**src/rtl/vga_pkg.sv**
```systemverilog
// Shared types and 640x480@60 timing defaults for the VGA scan path.
// VGA_SCAN_DOUBLE_EN selects 2x2 pixel doubling in the scan controller.
package vga_pkg;

  typedef enum logic [2:0] {
    IDLE,
    V_ACT,
    V_FP,
    V_SP,
    V_BP
  } vert_state_t;

  typedef struct packed {
    logic de;
    logic hs;
    logic vs;
    logic vb;
    logic fs;
    logic inc;
  } ctl_t;

  localparam ctl_t CTL_RST = '{
    de: 1'b0, hs: 1'b0, vs: 1'b0,
    vb: 1'b1, fs: 1'b0, inc: 1'b0
  };

  localparam int VGA_H_ACTIVE = 640;
  localparam int VGA_H_FRONT  = 16;
  localparam int VGA_H_SYNC   = 96;
  localparam int VGA_H_BACK   = 48;
  localparam int VGA_V_ACTIVE = 480;
  localparam int VGA_V_FRONT  = 10;
  localparam int VGA_V_SYNC   = 2;
  localparam int VGA_V_BACK   = 33;
  localparam int PIPE_LAT     = 3;

endpackage

```
**src/rtl/vga_timing_gen.sv**
```systemverilog
// Raster counters, vertical FSM and active-high sync/de/vblank flags.
// VGA_SCAN_DOUBLE_EN: line base advances only after odd visible lines.
module vga_timing_gen
  import vga_pkg::*;
#(
  parameter int H_ACTIVE = VGA_H_ACTIVE,
  parameter int H_FRONT  = VGA_H_FRONT,
  parameter int H_SYNC   = VGA_H_SYNC,
  parameter int H_BACK   = VGA_H_BACK,
  parameter int V_ACTIVE = VGA_V_ACTIVE,
  parameter int V_FRONT  = VGA_V_FRONT,
  parameter int V_SYNC   = VGA_V_SYNC,
  parameter int V_BACK   = VGA_V_BACK,
  parameter int HW = 10,
  parameter int VW = 10
) (
  input  logic          pxclk,
  input  logic          rst_n,
  input  logic          enable,
  output logic [HW-1:0] h_cnt,
  output logic          base_adv,
  output ctl_t          ctl
);

  localparam int H_TOTAL = H_ACTIVE + H_FRONT + H_SYNC + H_BACK;
  localparam int V_TOTAL = V_ACTIVE + V_FRONT + V_SYNC + V_BACK;

  localparam logic [HW-1:0] HL_ACT = HW'(H_ACTIVE);
  localparam logic [HW-1:0] HL_SS  = HW'(H_ACTIVE + H_FRONT);
  localparam logic [HW-1:0] HL_SE  = HW'(H_ACTIVE + H_FRONT + H_SYNC - 1);
  localparam logic [HW-1:0] HL_END = HW'(H_TOTAL - 1);
  localparam logic [VW-1:0] VL_ACT = VW'(V_ACTIVE - 1);
  localparam logic [VW-1:0] VL_FP  = VW'(V_ACTIVE + V_FRONT - 1);
  localparam logic [VW-1:0] VL_SP  = VW'(V_ACTIVE + V_FRONT + V_SYNC - 1);
  localparam logic [VW-1:0] VL_END = VW'(V_TOTAL - 1);

  vert_state_t   state, state_n;
  logic [HW-1:0] h_n;
  logic [VW-1:0] v_cnt, v_n;
  logic          line_end;
  logic          act;
  logic          seen;

  assign line_end = (h_cnt == HL_END);
  assign act      = (state == V_ACT);

  always_comb begin
    state_n = state;
    h_n     = h_cnt;
    v_n     = v_cnt;
    if (state == IDLE) begin
      h_n = '0;
      v_n = '0;
      if (enable) state_n = V_ACT;
    end else if (line_end) begin
      h_n = '0;
      v_n = v_cnt + 1'b1;
      unique case (state)
        V_ACT: if (v_cnt == VL_ACT) state_n = V_FP;
        V_FP:  if (v_cnt == VL_FP) state_n = V_SP;
        V_SP:  if (v_cnt == VL_SP) state_n = V_BP;
        V_BP:  if (v_cnt == VL_END) begin
          v_n     = '0;
          state_n = enable ? V_ACT : IDLE;
        end
        default: state_n = IDLE;
      endcase
    end else begin
      h_n = h_cnt + 1'b1;
    end
  end

  always_ff @(posedge pxclk) begin
    if (!rst_n) begin
      state <= IDLE;
      h_cnt <= '0;
      v_cnt <= '0;
      seen  <= 1'b0;
    end else begin
      state <= state_n;
      h_cnt <= h_n;
      v_cnt <= v_n;
      seen  <= (state == IDLE) ? 1'b0 : (seen | ctl.fs);
    end
  end

  always_comb begin
    ctl     = CTL_RST;
    ctl.de  = act && (h_cnt < HL_ACT);
    ctl.hs  = (state != IDLE) && (h_cnt >= HL_SS) && (h_cnt <= HL_SE);
    ctl.vs  = (state == V_SP);
    ctl.vb  = !act;
    ctl.fs  = act && (h_cnt == '0) && (v_cnt == '0);
    // first frame after reset/IDLE does not count
    ctl.inc = ctl.fs && seen;
  end

`ifdef VGA_SCAN_DOUBLE_EN
  assign base_adv = line_end && act && v_cnt[0];
`else
  assign base_adv = line_end && act;
`endif

endmodule

```
**src/rtl/vga_scan_ctrl.sv**
```systemverilog
// VGA scan controller: address generation and 3-stage output alignment.
// VGA_SCAN_DOUBLE_EN: 2x2 pixel doubling from a quarter-size buffer.
module vga_scan_ctrl
  import vga_pkg::*;
#(
  parameter int H_ACTIVE        = VGA_H_ACTIVE,
  parameter int H_FRONT         = VGA_H_FRONT,
  parameter int H_SYNC          = VGA_H_SYNC,
  parameter int H_BACK          = VGA_H_BACK,
  parameter int V_ACTIVE        = VGA_V_ACTIVE,
  parameter int V_FRONT         = VGA_V_FRONT,
  parameter int V_SYNC          = VGA_V_SYNC,
  parameter int V_BACK          = VGA_V_BACK,
  parameter int PIXEL_DEPTH     = 8,
  parameter int SYNC_ACTIVE_LOW = 1,
  localparam int AW = $clog2(H_ACTIVE * V_ACTIVE)
) (
  input  logic                   pxclk,
  input  logic                   rst_n,
  input  logic                   enable,
  output logic [AW-1:0]          px_addr,
  input  logic [PIXEL_DEPTH-1:0] px_data,
  output logic                   hsync,
  output logic                   vsync,
  output logic                   de,
  output logic [PIXEL_DEPTH-1:0] pixel,
  output logic                   vblank,
  output logic                   frame_start,
  output logic [15:0]            frame_count
);

  localparam int HW = $clog2(H_ACTIVE + H_FRONT + H_SYNC + H_BACK);
  localparam int VW = $clog2(V_ACTIVE + V_FRONT + V_SYNC + V_BACK);
  localparam logic SYNC_OFF = (SYNC_ACTIVE_LOW != 0);

`ifdef VGA_SCAN_DOUBLE_EN
  localparam logic [AW-1:0] STEP = AW'(H_ACTIVE / 2);
`else
  localparam logic [AW-1:0] STEP = AW'(H_ACTIVE);
`endif

  logic [HW-1:0] h_cnt;
  logic          base_adv;
  logic [AW-1:0] line_base;
  logic [AW-1:0] col;
  ctl_t          ctl, s1, s2;

  vga_timing_gen #(
    .H_ACTIVE (H_ACTIVE),
    .H_FRONT  (H_FRONT),
    .H_SYNC   (H_SYNC),
    .H_BACK   (H_BACK),
    .V_ACTIVE (V_ACTIVE),
    .V_FRONT  (V_FRONT),
    .V_SYNC   (V_SYNC),
    .V_BACK   (V_BACK),
    .HW       (HW),
    .VW       (VW)
  ) u_timing (
    .pxclk    (pxclk),
    .rst_n    (rst_n),
    .enable   (enable),
    .h_cnt    (h_cnt),
    .base_adv (base_adv),
    .ctl      (ctl)
  );

`ifdef VGA_SCAN_DOUBLE_EN
  assign col = AW'(h_cnt >> 1);
`else
  assign col = AW'(h_cnt);
`endif

  always_ff @(posedge pxclk) begin
    if (!rst_n) begin
      line_base <= '0;
      px_addr   <= '0;
      s1        <= CTL_RST;
      s2        <= CTL_RST;
    end else begin
      if (ctl.vb) line_base <= '0;
      else if (base_adv) line_base <= line_base + STEP;
      px_addr <= ctl.de ? (line_base + col) : '0;
      s1      <= ctl;
      s2      <= s1;
    end
  end

  // s2 lines up with px_data for the address issued from s1
  always_ff @(posedge pxclk) begin
    if (!rst_n) begin
      hsync       <= SYNC_OFF;
      vsync       <= SYNC_OFF;
      de          <= 1'b0;
      pixel       <= '0;
      vblank      <= 1'b1;
      frame_start <= 1'b0;
      frame_count <= '0;
    end else begin
      hsync       <= s2.hs ^ SYNC_OFF;
      vsync       <= s2.vs ^ SYNC_OFF;
      de          <= s2.de;
      pixel       <= s2.de ? px_data : '0;
      vblank      <= s2.vb;
      frame_start <= s2.fs;
      if (s2.inc) frame_count <= frame_count + 16'd1;
    end
  end

endmodule

```
**config.mk**
```make
export PLATFORM = sky130hd
export DESIGN_NAME = vga_scan_ctrl
export DESIGN_NICKNAME = d
export VERILOG_FILES = /design/src/rtl/vga_pkg.sv /design/src/rtl/vga_timing_gen.sv /design/src/rtl/vga_scan_ctrl.sv
export SDC_FILE = /design/constraint.sdc
export NUM_CORES = 1
export LEC_CHECK = 0
export CAP_MARGIN = 30
export CORE_MARGIN = 2
export CORE_UTILIZATION = 50
export CTS_CLUSTER_SIZE = 30
export DETAILED_ROUTE_END_ITERATION = 10
export PLACE_DENSITY = 0.85
export SYNTH_ARGS = -nofsm -noshare
export SYNTH_HDL_FRONTEND = slang
export SYNTH_SLANG_ARGS = --single-unit
```
**constraint.sdc**
```tcl
create_clock -name pxclk -period 2.3 [get_ports pxclk]
set_input_delay 0.46 -clock pxclk [delete_from_list [all_inputs] [get_ports pxclk]]
set_output_delay 0.46 -clock pxclk [all_outputs]
set_load 0.02 [all_outputs]
```
### Word level (Yosys, flattened, before mapping)

Cells that the tools add are included.

* input bits: 11
* RAM bits: 0
* register bits: 103
* ROM bits: 0
* latch bits: 0
* memories: 0

* shift operators: 0
* mux-type cells: 11
* order comparisons: 3
* multipliers: 0
* add/sub/neg operators: 5
* div/mod/pow operators: 0
* equal/unequal tests: 14
* bitwise operators: 4
* reduce and logical (&&, ||, !) cells: 19

Operator list (count)
* equality test 10 x 9 -> 1 bit, second input constant: 3
* 2-to-1 mux 3 bit: 7
* adder 10 x 1 -> 10 bit, second input constant: 2
* equality test 10 bit, second input constant: 2
* logical NOT 10 bit: 2
* 2-to-1 mux 10 bit: 2
* adder 19 x 10 -> 19 bit: 1
* adder 19 x 10 -> 19 bit, second input constant: 1
* adder 16 x 1 -> 16 bit, second input constant: 1
* case mux 3 bit (4 select lines): 1
* greater-or-equal comparator 10 bit, second input constant: 1
* <= comparator 10 bit, second input constant: 1
* less-than comparator 10 bit, second input constant: 1
* inequality test 3 x 1 -> 1 bit, second input constant: 3
* logical AND 1 bit: 7
* equality test 3 x 2 -> 1 bit, second input constant: 2
* AND reduction 2 bit: 3
* AND reduction 6 bit: 1
* equality test 3 x 1 -> 1 bit, second input constant: 1
* equality test 3 bit, second input constant: 1
* logical NOT 3 bit: 1
* inequality test 3 bit, second input constant: 1
* inverter 1 bit: 3
* nonzero test 3 bit: 1
* 7 further kinds: 7

### Logic depth before layout (Yosys ltp)

* depth after elaboration: 5
* mapped depth: 7
* gate-level depth less buffers: 7

### Modules after synthesis

From an unflattened synthesis, not the netlist that was laid out.

* cell total of the unflattened synthesis: 431
* area, all modules: 4037.6 um^2

By module, submodules not included
* vga_scan_ctrl: cells an instance 264, area an instance 2681.3 um^2, times used 1
* vga_timing_gen: cells an instance 167, area an instance 1356.3 um^2, times used 1

### Worst setup path after synthesis

No wires, ideal clock.

* path kind: register to register
* start point: register u_timing.h_cnt[8]
* end point: register u_timing.state[2]
* data required time: 2.179 ns
* path buffers: 2
* stages on the path, launching flop included: 8
* slack: 0.346 ns
* library setup time: 0.121 ns
* data arrival time: 1.833 ns
* path through: dfxtp_1 -> clkbuf_1 -> nand3_1 -> or3_1 -> buf_6 -> o21ai_2 -> nand3_2 -> mux2_4

* longest elaborated chain between the ends: 3

Ends and longest elaborated chain
* from (decl): RTL line vga_timing_gen.sv:20 `output logic [HW-1:0] h_cnt,`
* from (signal assigned): RTL line vga_timing_gen.sv:81 `h_cnt <= h_n;`
* equality test 10 bit: RTL line vga_timing_gen.sv:44 `assign line_end = (h_cnt == HL_END);`
* nonzero test 2 bit (no line)
* AND reduction 6 bit (no line)
* to (signal assigned): RTL line vga_timing_gen.sv:80 `state <= state_n;`
* to (decl): RTL line vga_timing_gen.sv:37 `vert_state_t state, state_n;`

Every way passes these cells.
A chain may end at the register's enable or synchronous reset.

### Final worst setup path

* start point: register u_timing.state[0]
* end point: register line_base[18]

* longest elaborated chain between the ends: 2

Ends and longest elaborated chain
* equality test 3 x 1 -> 1 bit (*): RTL line vga_timing_gen.sv:45 `assign act = (state == V_ACT);`
* AND reduction 2 bit (no line) / logical AND 1 bit (equally long branches)
* to (signal assigned): RTL line vga_scan_ctrl.sv:82 `else if (base_adv) line_base <= line_base + STEP;`
* to (decl): RTL line vga_scan_ctrl.sv:44 `logic [AW-1:0] line_base;`

Every way passes the cells marked *; elsewhere a longest branch is shown, timed or not.

==> flow_metrics.tcl <==
set metrics [dict create \
    synth.top_cell.area_share_pct 49.85 \
    clkPwrFrac_pct 34.9 \
    first_pass_iters 5 \
    yosys-top-cells-area "dfxtp_1 (50%), xnor2_1 (5.7%), nor2_1 (4.9%)" \
    fmax_ghz 0.5037 \
    required_ps 2580 \
    maxCapViolations 0 \
    setup_violations 0 \
    whs_ps 385.0 \
    synth_edf_count 0 \
    ys.flop_type "dfxtp_1" \
    cp-endpoint "line_base[18]" \
    initialDrtViolationCount 121 \
    postCtsHoldBufs 0 \
    diodes 0 \
    initial_utilization_pct 50.67 \
    clkSlewWorstSetupHoldPaths_ps 90 \
    rows 32 \
    cts_tree "done" \
    grt_antenna_before_repair 0 \
    crit_start "u_timing.state[0]" \
    antenna_left 0 \
    power.total_uw 3164 \
    tightest_slew_ps 542.1 \
    die_area_sq_um 8428 \
    powerDensity_nw_per_um2 666.5 \
    yosys_warnings 0 \
    wl_um 7445 \
    grt_pass1_vias 2764 \
    pin_count 59 \
    grt_start_max_net_pins 38 \
    seq_power_share_pct 55.4 \
    p_switching_uw 764.3 \
    area_growth_pct 23.14 \
    globalRouteOverflowTotal 0 \
    fill_cells 638 \
    ys_types 44 \
    routed_via_density 5.163 \
    h-tree-depth 3 \
    post-route-util_pct 62.40 \
    ys_seq_area_share_pct 49.85 \
    wire_per_inst_um 12.93 \
    critPathKind "flip-flop to flip-flop" \
    maxSlewHeadroom_pct 63.53 \
    most-common-layout-cells "dfxtp_1 (96), clkdlybuf4s50_1 (58), nor2_1 (50)" \
    syn-cell-area_sq_um 3855 \
    maxSlewViolCount 0 \
    p_leak_uw 0.001741 \
    ctsLongestPathBuffers 2 \
    synth_cells 409 \
    r2r_start "u_timing.state[0]" \
    crit_fanout 9 \
    synth-seq-cells 96 \
    p_int_uw 2399 \
    layout.cells.most_common "dfxtp_1" \
    syn_nets 431 \
    switching_share_pct 24.16 \
    core_sq_um 7607 \
    r2r_cells 5 \
    clkSinkCount 96 \
    critPathLaunchType "flip-flop" \
    grt_first_pass_wirelength_um 12700 \
    post_cts_resize_count 0 \
    ff_latch_area_sq_um 1922 \
    pwr-share-comb_pct 9.7 \
    final.min_clock_period_ps 1985 \
    fin_worst_skew_ps 8.208 \
    period_share_pct 86.31 \
    crit_slowest_cell "or4_1" \
    place_congestion 0.8157 \
    final_nets 491 \
    finalInstanceArea_sq_um 4747 \
    finalSetupTns_ps 0 \
    dpl_cell_area_sq_um 4541 \
    root_buffer "clkbuf_8" \
    worst_r2r_endpoint "line_base[18]" \
    synthArstFlopShare_pct 0 \
    drc 0 \
    hpwlAfterDp_um 5224 \
    track_usage_pct 18.49 \
    end_kind "flip-flop" \
    portBuffers 58 \
    max_stage_delay_ps 500 \
    synth_area_leader_cell "dfxtp_1" \
    clk_latency_ps 350 \
    synth_area_per_cell_sq_um 9.425 \
    crit_chain "nor3b_2 -> nor2b_1 -> nand2_1 -> or4_1 -> a21oi_1" \
    multi_input_area_sq_um 1828 \
    rrSetupSlack_ps 310 \
    die_width_um 91.81 \
    peakVddDrop_v 0.0003437 \
    rsz0062_at_grt "no" \
    hold_viol 0 \
    post-cts-setup-buffer-count 0 \
    arrival_ps 2260 \
    hp-class "flip-flop to flip-flop" \
    numCtsBuffers 9 \
    layout-drive-gt1-share_pct 6.118 \
    status "completed" \
    vias 2974 \
    die_h_um 91.81 \
]
## layout make-up
class | instances | share of cell area (%)
Clock buffer | 12 | 3.268
Clock inverter | 4 | 1.081
Inverter | 10 | 0.7907
Multi-Input combinational cell | 288 | 38.51
Sequential cell | 96 | 40.48
Tap cell | 102 | 2.688
Timing Repair Buffer | 64 | 13.18
## Yosys cell counts, types with 10 or more instances
cell type	n
dfxtp_1	96
nand4_1	11
nor2b_1	10
and3_1	19
nor2_1	50
and2_1	28
ha_1	10
xnor2_1	25
inv_1	10
a21oi_1	12
nand3_1	20
xor2_1	21
clkbuf_1	10
nand2_1	23
## logic make-up after synthesis
family,count (synthesis),share of synthesized area [%]
flops,96,49.85
buf+inv,25,2.726
simple gates,197,27.30
xor+xnor,46,10.45
mux,4,1.201
fa+ha+maj,11,3.765
compound gates,30,4.707
## power by group through the flow
stage | logic, uW | clock network, uW | registers [uW]
after global routing | 337 | 1220 | 1760
after floorplan | 202 | 0 | 1780
final | 308 | 1110 | 1750
after CTS | 307 | 1130 | 1750
after global placement | 294 | 0 | 1790
after detailed placement | 303 | 0 | 1790
## flip-flops by register name, indices dropped and copies added, names as in the netlist, 3 cells and up
signal,cells
frame_count,16
line_base,12
pixel,8
px_addr,19
s1,6
s2,6
u_timing.h_cnt,10
u_timing.state,3
u_timing.v_cnt,10
## worst max-delay path: cells and delay by family, from the launching register on
kind	cells	cell delay [ps]
compound gates	1	160
flops	1	480
simple gates	4	1280
## per-stage QoR
| step | setup slack (ps) | instances |
|---|---|---|
| 3_3_place_gp | 427.5 | 560 |
| 6_report | 314.8 | 576 |
| 3_5_place_dp | 351.3 | 560 |
| 2_1_floorplan | 346.0 | 409 |
| 5_1_grt | 119.8 | 576 |
| 4_1_cts | 324.9 | 576 |
## worst min-delay path by stage
stage / from / end / depth (start not counted)
after floorplan: s2[4] / hsync / 1
after global placement: s2[3] / vsync / 1
after detailed placement: s2[3] / vsync / 1
after CTS: s2[3] / vsync / 1
after global routing: s2[3] / vsync / 1
final: s2[3] / vsync / 1
## metal layers
| layer | track usage, % | vias to the layer above | part of all wire, % | wire length (um) |
|---|---|---|---|---|
| met5 | 0 | - | 0 | 0 |
| met4 | 7.214 | 0 | 1.1 | 85 |
| met2 | 30.82 | 74 | 48 | 3548 |
| met1 | 23.46 | 1402 | 47 | 3491 |
| met3 | 3.944 | 9 | 4.3 | 319 |
| li1 | - | 1489 | - | - |
Power figures use the tool's default switching activity.
